===== src/rtl/batalha_pkg.sv =====
// Shared definitions for the battleship board datapath.
// Holds board geometry, 2-bit cell codes, shot result codes, the shot
// resolver state encoding and the latched-shot record.
package batalha_pkg;

    localparam int BOARD_ROWS = 32;
    localparam int BOARD_COLS = 32;
    localparam int ROW_W      = 2 * BOARD_COLS;   // 64-bit row, 2 bits per column
    localparam int ADDR_W     = 5;                // row / column index width
    localparam int HIT_W      = 10;               // per-player hit counter width

    // Cell codes stored in board memory
    localparam logic [1:0] CELL_WATER = 2'b00;
    localparam logic [1:0] CELL_SHIP  = 2'b01;
    localparam logic [1:0] CELL_MISS  = 2'b10;
    localparam logic [1:0] CELL_HIT   = 2'b11;

    // Result codes reported to the game FSM
    localparam logic [1:0] RES_MISS   = 2'b00;
    localparam logic [1:0] RES_HIT    = 2'b01;
    localparam logic [1:0] RES_REPEAT = 2'b10;

    typedef enum logic [2:0] {
        ST_IDLE,
        ST_REQ,
        ST_EVAL,
        ST_WRITE,
        ST_DONE
    } shot_state_t;

    typedef struct packed {
        logic              player;
        logic [ADDR_W-1:0] row;
        logic [ADDR_W-1:0] col;
    } shot_t;

    // Marking a fresh cell: water becomes miss mark, ship becomes hit mark.
    // Bit 0 (ship) carries through, bit 1 flags "already shot".
    function automatic logic [1:0] mark_cell(input logic [1:0] old_cell);
        return {1'b1, old_cell[0]};
    endfunction

endpackage


===== src/rtl/board_row_patch.sv =====
// Combinational row patcher.
// row      : 64-bit board row as read from memory
// col      : column whose 2-bit cell is replaced
// new_cell : replacement cell code
// row_out  : row with only that column replaced
// old_cell : cell code currently stored at that column
module board_row_patch
    import batalha_pkg::*;
(
    input  logic [ROW_W-1:0]  row,
    input  logic [ADDR_W-1:0] col,
    input  logic [1:0]        new_cell,
    output logic [ROW_W-1:0]  row_out,
    output logic [1:0]        old_cell
);

    logic [ADDR_W:0] bit_pos;   // column c lives at bits [2c+1:2c]

    assign bit_pos  = {col, 1'b0};
    assign old_cell = row[bit_pos +: 2];
    assign row_out  = (row & ~(ROW_W'(2'b11) << bit_pos)) | (ROW_W'(new_cell) << bit_pos);

endmodule


===== src/rtl/shot_resolver.sv =====
// Resolves one shot against a player's board through the memory
// controller's collision port: read row, decode cell, write the marked
// row back, report miss/hit/repeat, and keep per-player hit counters.
// Ports:
//   clk, resetGeral            clock, async active-high reset
//   shot_valid/ready/player/row/col   shot handshake from game FSM
//   result_valid, result_code  one-cycle result pulse, code held
//   hits_p1, hits_p2, game_over      score outputs
//   clear_scores               counter clear (IDLE only)
//   readyColisor, jogadorColisor, colisor_addr, colisor_wrep1/2,
//   colisor_data, dataReadColisor    collision port to the controller
module shot_resolver
    import batalha_pkg::*;
#(
    parameter int READ_LAT   = 3,
    parameter int SHIP_CELLS = 17
) (
    input  logic              clk,
    input  logic              resetGeral,
    input  logic              shot_valid,
    input  logic              shot_player,
    input  logic [ADDR_W-1:0] shot_row,
    input  logic [ADDR_W-1:0] shot_col,
    output logic              shot_ready,
    output logic              result_valid,
    output logic [1:0]        result_code,
    output logic [HIT_W-1:0]  hits_p1,
    output logic [HIT_W-1:0]  hits_p2,
    output logic              game_over,
    input  logic              clear_scores,
    output logic              readyColisor,
    output logic              jogadorColisor,
    output logic [ADDR_W-1:0] colisor_addr,
    output logic              colisor_wrep1,
    output logic              colisor_wrep2,
    output logic [ROW_W-1:0]  colisor_data,
    input  logic [ROW_W-1:0]  dataReadColisor
);

    localparam int WAIT_W = $clog2(READ_LAT + 1);
    localparam logic [HIT_W-1:0] HIT_MAX  = '1;
    localparam logic [HIT_W-1:0] HIT_GOAL = HIT_W'(SHIP_CELLS);

    shot_state_t       state;
    shot_t             shot_q;
    logic [ROW_W-1:0]  row_q;
    logic [ROW_W-1:0]  row_patched;
    logic [1:0]        old_cell;
    logic [1:0]        new_cell;
    logic [1:0]        code_q;
    logic [WAIT_W-1:0] wait_cnt;
    logic              armed;      // holds shot_ready low for the first clock after reset
    logic              in_write;
    logic              accept;

    assign new_cell = mark_cell(old_cell);

    board_row_patch u_patch (
        .row      (row_q),
        .col      (shot_q.col),
        .new_cell (new_cell),
        .row_out  (row_patched),
        .old_cell (old_cell)
    );

    // Collision-port outputs are decoded from state so they drop the
    // instant reset asserts; an in-flight write is simply abandoned.
    assign shot_ready     = armed && (state == ST_IDLE);
    assign accept         = shot_valid && shot_ready;
    assign in_write       = (state == ST_WRITE);
    assign readyColisor   = (state == ST_REQ) || (state == ST_EVAL) || in_write;
    assign jogadorColisor = shot_q.player;
    assign colisor_addr   = shot_q.row;
    assign colisor_wrep1  = in_write && !shot_q.player;
    assign colisor_wrep2  = in_write &&  shot_q.player;
    assign colisor_data   = in_write ? row_patched : '0;
    assign game_over      = (hits_p1 == HIT_GOAL) || (hits_p2 == HIT_GOAL);

    always_ff @(posedge clk or posedge resetGeral) begin
        if (resetGeral) begin
            state        <= ST_IDLE;
            shot_q       <= '0;
            row_q        <= '0;
            code_q       <= RES_MISS;
            wait_cnt     <= '0;
            armed        <= 1'b0;
            result_valid <= 1'b0;
            result_code  <= RES_MISS;
            hits_p1      <= '0;
            hits_p2      <= '0;
        end else begin
            armed        <= 1'b1;
            result_valid <= 1'b0;
            case (state)
                ST_IDLE: begin
                    if (clear_scores) begin
                        hits_p1 <= '0;
                        hits_p2 <= '0;
                    end
                    if (accept) begin
                        shot_q.player <= shot_player;
                        shot_q.row    <= shot_row;
                        shot_q.col    <= shot_col;
                        wait_cnt      <= WAIT_W'(1);
                        state         <= ST_REQ;
                    end
                end
                ST_REQ: begin
                    // Read data is valid on the READ_LAT-th request cycle
                    if (wait_cnt == WAIT_W'(READ_LAT)) begin
                        row_q <= dataReadColisor;
                        state <= ST_EVAL;
                    end else begin
                        wait_cnt <= wait_cnt + WAIT_W'(1);
                    end
                end
                ST_EVAL: begin
                    if (old_cell[1]) begin
                        // Already marked: report repeat, leave memory alone
                        code_q       <= RES_REPEAT;
                        result_code  <= RES_REPEAT;
                        result_valid <= 1'b1;
                        state        <= ST_DONE;
                    end else begin
                        code_q <= old_cell[0] ? RES_HIT : RES_MISS;
                        state  <= ST_WRITE;
                    end
                end
                ST_WRITE: begin
                    result_code  <= code_q;
                    result_valid <= 1'b1;
                    state        <= ST_DONE;
                end
                ST_DONE: begin
                    if (code_q == RES_HIT) begin
                        if (shot_q.player) begin
                            if (hits_p2 != HIT_MAX) hits_p2 <= hits_p2 + HIT_W'(1);
                        end else begin
                            if (hits_p1 != HIT_MAX) hits_p1 <= hits_p1 + HIT_W'(1);
                        end
                    end
                    state <= ST_IDLE;
                end
                default: state <= ST_IDLE;
            endcase
        end
    end

endmodule


===== config.mk =====
export PLATFORM = sky130hd
export DESIGN_NAME = shot_resolver
export DESIGN_NICKNAME = d
export VERILOG_FILES = /design/src/rtl/batalha_pkg.sv /design/src/rtl/board_row_patch.sv /design/src/rtl/shot_resolver.sv
export SDC_FILE = /design/constraint.sdc
export NUM_CORES = 1
export LEC_CHECK = 0
export BUFFER_PORTS_ARGS = -buffer_cell sky130_fd_sc_hd__buf_2
export CORE_MARGIN = 2
export CORE_UTILIZATION = 43
export DETAILED_ROUTE_END_ITERATION = 8
export GPL_ROUTABILITY_DRIVEN = 0
export PLACE_DENSITY_LB_ADDON = 0.12
export SLEW_MARGIN = 20
export SYNTH_ARGS = -nofsm -noshare
export SYNTH_HDL_FRONTEND = slang
export SYNTH_SLANG_ARGS = --single-unit

===== constraint.sdc =====
create_clock -name clk -period 6.1 [get_ports clk]
set_input_delay 0.61 -clock clk [delete_from_list [all_inputs] [get_ports clk]]
set_output_delay 0.61 -clock clk [all_outputs]
set_load 0.005 [all_outputs]

Word-level counts from Yosys, hierarchy flattened
Cells that the tools add are included.
{ "totals": {"in_bits": 79, "out_inout_bits": 98, "ff_bits": 106} }
{ "classes": {"reduce_logical": 19, "add_sub_neg": 3, "mux": 23, "n_bitwise": 3, "eq_ne": 20, "n_shift": 3} }
{ "op_table": {"columns": ["op", "n"], "rows": [
  ["$mux 10", 7],
  ["$and 64x64->64", 1],
  ["$mux 64", 1],
  ["$not 64->64", 1],
  ["$or 64x64->64", 1],
  ["$shiftx 64x7->2", 1],
  ["$shl 2x6->64", 1],
  ["$shl 2x6->64 const A", 1],
  ["$pmux 10 s2", 2],
  ["$add 10x1->10 const B", 2],
  ["$eq 10x5->1 const B", 2],
  ["$ne 10x10->1 const B", 2],
  ["$ne 2x2->1 const B", 9],
  ["$pmux 3 s4", 1],
  ["$reduce_and 5->1", 2],
  ["$mux 3", 3],
  ["$mux 2", 4],
  ["$pmux 2 s2", 2],
  ["$reduce_and 2->1", 4],
  ["$eq 3x2->1 const B", 2],
  ["$reduce_bool 2->1", 3],
  ["$logic_and 1x1->1", 4],
  ["$eq 3x1->1 const B", 1],
  ["$eq 3x3->1 const B", 1],
  ["other kinds (10)", 13]
]} }

Logic depth before layout (Yosys ltp)
Gate-level depths: netlist of run 1.
{ "logic_depth": {"ltp_word": 5, "depth_mapped": 9, "mapped_depth_nobuf": 7} }

Cells and area by module
Synthesis of run 1 repeated with hierarchy kept, for this count alone.
{ "unflattened": {"cells_unflattened": 595, "area_unflattened_um2": 6620.1} }
{ "by_module_without_submodules": {"columns": ["module", "seq_area_each_um2", "cells_per_inst", "n_inst", "area_per_inst_um2"], "rows": [
  ["shot_resolver", 2652.5, 439, 1, 5128.7],
  ["board_row_patch", 0.0, 156, 1, 1491.4]
]} }

Worst setup path before layout of run 1
OpenSTA, ideal clock, no wires.
{ "synth_path": {"kind": "register -> output", "from": "register shot_q[3] (netlist name)", "to": "output colisor_data[17]", "slack_ps": 4085, "arrival_ps": 1405, "required_time_ps": 5490, "stages_incl_launch_ff": 6, "path_buffers": 2, "cell_sequence": "dfrtp_1 -> clkbuf_1 -> buf_1 -> nor3b_1 -> a21oi_1 -> nor2_1"} }
{ "synth_between": {"elab_chain_cells": 5, "word_cells_on_any_way": 6} }
{ "synth_lines": {"columns": ["item", "line_no", "text"], "rows": [
  ["$shl 2x6->64", "board_row_patch.sv:21", "assign row_out = (row & ~(ROW_W'(2'b11) << bit_pos)) | (ROW_W'(new_cell) << bit_pos);"],
  ["$not 64->64", "board_row_patch.sv:21", null],
  ["$and 64x64->64", "board_row_patch.sv:21", null],
  ["$or 64x64->64 *", "board_row_patch.sv:21", null],
  ["$mux 64 *", "shot_resolver.sv:76", "assign colisor_data = in_write ? row_patched : '0;"],
  ["end, declared", "shot_resolver.sv:36", "output logic [ROW_W-1:0] colisor_data,"]
]} }
Mark *: on every way between the ends. The rest lies on a longest branch, timed or not.

Worst setup path after layout of run 1
{ "layout_path": {"from": "register state[1]", "to": "output colisor_data[41]"} }
{ "layout_between": {"elab_chain_cells": 2} }
{ "layout_lines": {"columns": ["item", "line_no", "text"], "rows": [
  ["start, declared", "shot_resolver.sv:44", "shot_state_t state;"],
  ["start signal, assigned", "shot_resolver.sv:81", "state <= ST_IDLE;"],
  ["start signal, assigned", "shot_resolver.sv:105", "state <= ST_REQ;"],
  ["start signal, assigned", "shot_resolver.sv:112", "state <= ST_EVAL;"],
  ["$eq 3x2->1", "shot_resolver.sv:70", "assign in_write = (state == ST_WRITE);"],
  ["$mux 64", "shot_resolver.sv:76", null]
]} }
Every way passes these cells.

==> impl_metrics.json, run 1 <==
{
  "status": "completed",
  "worst-setup-path-type": "flop to output pin",
  "io_pins": 177,
  "ys_top_cells_by_count": "106 x dfrtp_1, 67 x mux2_2, 60 x nor2_1",
  "drive_gt1_share_pct": 40.3,
  "crit_chain": "nor2b_2 > nand2_2 > nor2_1 > buf_2",
  "clock.fmax_mhz": 286,
  "fp.dieArea_sq_um": 14000,
  "yosysWarnings": 0,
  "worst-path-max-fanout": 35,
  "fin_crit_sh_pct": 57.3,
  "synth.top_cell.area_share_pct": 47.2,
  "rows": 41,
  "ys.flop_type": "dfrtp_1",
  "worstPathRequired_ns": 5.49,
  "power.leakage_nw": 3.47,
  "r2r-end": "result_code[1]",
  "relSlewSlack_pct": 29.1,
  "path_delay_family": "simple AND/OR/NAND/NOR gates",
  "cts_hold_buf": 0,
  "h-tree-depth": 3,
  "crit_arrival_ns": 2.89,
  "synth_top_area_cell": "dfrtp_1",
  "vias_per_cell": 5.27,
  "hold_path.class": "primary input to asynchronous set/reset pin",
  "r2r-start": "state[1]",
  "initial_utilization_pct": 44.3,
  "antenna_found_initial": 0,
  "critPathSlowestCell": "nor2b_2",
  "syn_inst": 540,
  "syn-cell-area_sq_um": 5620,
  "synth-seq-cells": 106,
  "avgSynthCellArea_sq_um": 10.4,
  "syn2layout_area_growth_pct": 21.8,
  "p_per_area_nw_per_um2": 448,
  "worst_slew_pin_slew_ns": 1.06,
  "numPortBuffers": 176,
  "cts_setup_buffers": 0,
  "grt_setup_unrepaired": "no",
  "nets": 772,
  "grt_pass1_vias": 4517,
  "synthArstFlopShare_pct": 100,
  "slew_violations": 0,
  "overflow": 0,
  "cts-root-buf": "clkbuf_16",
  "yosysSeqAreaShare_pct": 47.2,
  "vias": 4557,
  "clk_pin_slew_ns": 0.07,
  "hpwlAfterDp_um": 10300,
  "cts_buffers": 9,
  "cts.path.max_buffers": 2,
  "core_sq_um": 12700,
  "numPlacedInstances": 849,
  "whs_ns": 0.451,
  "yosys-top-cells-area": "dfrtp_1 47%, mux2_2 13%, and3_1 4.3%, nor2_1 4.0%, a21oi_1 3.5%",
  "drt_wl_total_um": 14600,
  "r2r_cells": 4,
  "crit_path_max_incr_delay_ns": 0.92,
  "maxCapViolations": 0,
  "critPathBufInv": 1,
  "clock-sinks": 106,
  "ff2ff_setup_slack_ns": 3.56,
  "drc": 0,
  "hold_viol_final": 0,
  "dieWidth_um": 118,
  "cts_resized": 0,
  "grt_pass1_wl_um": 23500,
  "post-synth-top-count-cell": "dfrtp_1",
  "end_kind": "output pin",
  "diodes": 0,
  "grt_start_max_net_pins": 71,
  "fp.dieH_um": 118,
  "finalSetupViolCount": 0,
  "syn-num-nets": 624,
  "wire_per_inst_um": 16.8,
  "dr.pass1.iters": 4,
  "fin_setup_tns_ns": 0,
  "clock_latency_ns": 0.34,
  "ir_drop_mv": 0.193,
  "fin_skew_ns": 0.00786,
  "final_cells": 865,
  "worstSetupStartpointType": "flop",
  "cts_tree": "yes",
  "antenna_left": 0,
  "synth_edf_count": 0,
  "fin_crit_ns": 3.50,
  "track_usage_pct": 21.0,
  "drt_iter0_drc": 306,
  "ys_types": 46
}
-- report_power, final --
group | switching (mW) | internal (mW)
combinational | 0.518 | 0.613
clock | 0.255 | 0.343
sequential | 0.345 | 0.990
-- cell families after synthesis --
logic type	count (synthesis)	synth area share (%)
adder cells (fa/ha/maj)	5	1.11
other	1	0.0667
flip-flops	106	47.2
buffers and inverters	52	4.48
XOR/XNOR	15	2.34
AND/OR/NAND/NOR	207	18.7
AO/OA/AOI/OAI	62	6.46
multiplexers	92	19.7
-- registers in the layout, indices dropped and copies added (netlist names) --
| name | cells |
|---|---|
| state | 3 |
| row_q | 64 |
| hits_p2 | 10 |
| shot_q | 5 |
| wait_cnt | 2 |
| colisor_addr | 5 |
| hits_p1 | 10 |
| result_valid | 1 |
| code_q | 2 |
| armed | 1 |
| result_code | 2 |
| jogadorColisor | 1 |
-- cells in the final DEF (no fill, tap or decap), types with 2 or more instances in the layout --
| cell | synthesis | layout |
|---|---|---|
| xnor2_1 | 3 | 3 |
| xor2_1 | 12 | 12 |
| a22o_1 | 2 | 2 |
| dfrtp_2 | 0 | 2 |
| buf_2 | 9 | 176 |
| nor2_1 | 60 | 60 |
| mux2i_1 | 17 | 17 |
| nand2_1 | 50 | 49 |
| clkbuf_1 | 21 | 2 |
| inv_1 | 10 | 9 |
| nand4b_1 | 2 | 2 |
| nand4_1 | 5 | 5 |
| clkbuf_8 | 0 | 2 |
| nor2b_1 | 5 | 4 |
| mux2_2 | 67 | 67 |
| nor4_1 | 3 | 3 |
| nor3_1 | 6 | 6 |
| dfrtp_1 | 106 | 104 |
| and3b_1 | 2 | 2 |
| buf_4 | 6 | 3 |
| o21ai_0 | 7 | 7 |
| mux4_2 | 8 | 8 |
| a22oi_1 | 4 | 4 |
| nand2b_1 | 3 | 3 |
| a211oi_1 | 3 | 3 |
| and3_1 | 39 | 39 |
| and2_1 | 6 | 6 |
| nor4b_1 | 3 | 2 |
| nand3_1 | 12 | 12 |
| clkbuf_16 | 0 | 9 |
| ha_1 | 5 | 5 |
| or3_1 | 2 | 2 |
| nor3b_1 | 4 | 4 |
| a21oi_1 | 39 | 39 |
-- metal layers --
| layer | track usage [%] | wire length (um) | vias to the layer above | part of all wire (%) |
|---|---|---|---|---|
| met1 | 29.6 | 6930 | 2238 | 48 |
| met2 | 33.1 | 6870 | 143 | 47 |
| met3 | 3.33 | 694 | 4 | 4.8 |
| met4 | 6.78 | 70 | 0 | 0.48 |
| met5 | 0 | 0 | - | 0 |
| li1 | - | - | 2172 | - |
-- worst max path at each step --
stage | from | endpoint | slack [ns] | depth (start not counted)
global route | state[1] | colisor_data[55] | 2.34 | 4
CTS | state[1] | colisor_data[49] | 2.23 | 4
floorplan | resetGeral | armed | 2.70 | 1
finish | state[1] | colisor_data[41] | 2.60 | 4
detailed placement | state[1] | colisor_data[49] | 2.59 | 4
global placement | state[1] | colisor_wrep2 | 2.76 | 4
-- cell type report --
class | instances | area [sq um]
Fill cell | 1201 | 5820
Clock buffer | 13 | 260
Tap cell | 172 | 215
Clock inverter | 3 | 46.3
Multi-Input combinational cell | 382 | 2730
Inverter | 10 | 40.0
Sequential cell | 106 | 2660
Timing Repair Buffer | 179 | 903
-- metrics by stage --
stage / setup slack (ns) / utilization, % / power [mW] / instance area, sq um
floorplan: 2.70 / - / 2.15 / 5620
CTS: 2.23 / 54.0 / 3.09 / 6840
global placement: 2.76 / 51.6 / 2.46 / 6540
finish: 2.60 / 54.0 / 3.06 / 6850
detailed placement: 2.59 / 51.6 / 2.48 / 6540
global route: 2.34 / 54.0 / 3.28 / 6850
No activity file was read; power rests on OpenSTA's default activity.
==> run 2: changes to the inputs <==
==> constraint.sdc (replaced) <==
create_clock -name clk -period 3.1 [get_ports clk]
set_input_delay 0.31 -clock clk [delete_from_list [all_inputs] [get_ports clk]]
set_output_delay 0.31 -clock clk [all_outputs]
set_load 0.005 [all_outputs]
==> run 2 against run 1 <==
- register-to-register slack worse by 2.8 ns
- sequential cell count unchanged
- highest routed layer unchanged
- sequential power up 92%
- critical path type unchanged
- via count up 1.9%
- combinational power up 110%
==> impl_metrics.json, run 2 (synthesis results as in run 1) <==
{
  "whs_ns": 0.148,
  "fp.dieArea_sq_um": 14000,
  "initial_utilization_pct": 44.3,
  "dr.pass1.iters": 4,
  "worst-setup-path-type": "flop to output pin",
  "h-tree-depth": 3,
  "dp_slack_ns": 0.766,
  "numPlacedInstances": 854,
  "slew_violations": 0,
  "drive_gt1_share_pct": 40.3,
  "p_per_area_nw_per_um2": 881,
  "drt_iter0_drc": 422,
  "regMostFlops": "row_q",
  "final_cells": 871,
  "finalSetupViolCount": 0,
  "hpwlAfterDp_um": 10700,
  "finalWorstSetupSlack_ns": 0.503,
  "largest_reg_flops": 64,
  "antenna_found_initial": 0,
  "io_pins": 177,
  "power.leakage_nw": 3.50,
  "clock.fmax_mhz": 385,
  "vias_per_cell": 5.33,
  "cts_buffers": 9,
  "fin_setup_tns_ns": 0,
  "nets": 778,
  "cts_tree": "yes",
  "whs_path_depth": 3,
  "status": "completed",
  "layout_commonest_cell": "buf_2",
  "end_kind": "output pin",
  "wire_per_inst_um": 17.2,
  "largestRegisters": "row_q (64), hits_p1 (10), hits_p2 (10)",
  "clk_pin_slew_ns": 0.07,
  "layout_common_cells": "176 x buf_2, 105 x dfrtp_1, 67 x mux2_2, 60 x nor2_1, 50 x nand2_1",
  "numPortBuffers": 176,
  "ff_latch_area_sq_um": 2650,
  "fin_crit_sh_pct": 83.8,
  "crit_arrival_ns": 2.29,
  "r2r_cells": 7,
  "drc": 0,
  "n_fill_cell": 1160,
  "fp.dieH_um": 118,
  "antenna_left": 0,
  "drt_wl_total_um": 15000,
  "syn2layout_area_growth_pct": 22.8,
  "fin_crit_ns": 2.60,
  "multi_input_area_sq_um": 2720,
  "clock_latency_ns": 0.35,
  "track_usage_pct": 21.9,
  "grt_setup_unrepaired": "no",
  "dieWidth_um": 118,
  "worst-path-max-fanout": 18,
  "overflow": 0,
  "worst_slew_pin_slew_ns": 0.795,
  "hold_path.class": "primary input to flop",
  "relSlewSlack_pct": 46.9,
  "clock-sinks": 106,
  "fin_util_pct": 54.5,
  "grt_pass1_wl_um": 24400,
  "cts.path.max_buffers": 2,
  "core_sq_um": 12700,
  "ir_drop_mv": 0.443,
  "maxCapViolations": 0,
  "rows": 41,
  "worstPathRequired_ns": 2.79,
  "diodes": 0,
  "fin_skew_ns": 0.00808,
  "grt_start_max_net_pins": 66,
  "hold_viol_final": 0,
  "worstSetupStartpointType": "flop",
  "vias": 4642,
  "grt_pass1_vias": 4709,
  "cts-root-buf": "clkbuf_16"
}
==> run 2: changes by cell type in the layout (fill, tap and decap cells not counted), sizes merged <==
cell | previous run | this run
buf | 179 | 184
dlygate4sd3 | 0 | 1
==> run 2: timing repair <==
action	4_1_cts	5_1_grt
hold endpoints to repair	29	0
hold buffers	1	0
resized for setup	0	0
endpoints found under the setup margin	0	0
setup buffers	0	0
==> run 2: critical path, stage by stage (launching register included) <==
cell and delay [ns]:
dfrtp_2 0.67, buf_4 0.36, nor3b_1 0.52, a21oi_1 0.14, nor2_1 0.12, buf_2 0.12
==> run 2: worst paths after layout <==
path | from | end | slack [ns]
setup / recovery | shot_q[0] | colisor_data[11] | 0.50
hold / removal | shot_row[1] | colisor_addr[1] | 0.15
setup reg to reg | shot_q[0] | state[0] | 0.74
hold reg to reg | colisor_addr[1] | colisor_addr[1] | 0.47
max in group asynchronous | resetGeral | row_q[26] | 1.85
min in group asynchronous | resetGeral | row_q[8] | 0.50
==> run 2: report_power, final <==
group	switching (mW)	internal, mW
registers	0.617	1.95
clock network	0.515	0.675
logic	1.10	1.23
==> run 2: per-layer routing <==
metal / track usage [%] / share of wire, % / vias up / routed length (um)
li1: - / - / 2186 / -
met1: 29.4 / 43 / 2293 / 6510
met2: 35.6 / 49 / 154 / 7280
met3: 5.65 / 7.1 / 9 / 1070
met4: 4.82 / 0.78 / 0 / 117
met5: 0 / 0 / - / 0
==> run 2: layout make-up <==
class	count	area share, %
clock inverters	3	0.671
repair buffers	185	14.0
clock buffers	13	3.77
well taps	172	3.12
inverters	10	0.580
multi-input cells	382	39.5
flip-flops and latches	106	38.4
==> run 2: per-stage QoR <==
| step | total power [mW] | area (sq um) |
|---|---|---|
| final | 6.08 | 6900 |
| after CTS | 6.13 | 6900 |
| after detailed placement | 4.92 | 6590 |
| after global placement | 4.85 | 6590 |
| after global routing | 6.49 | 6900 |
| after floorplan | 4.24 | 5620 |
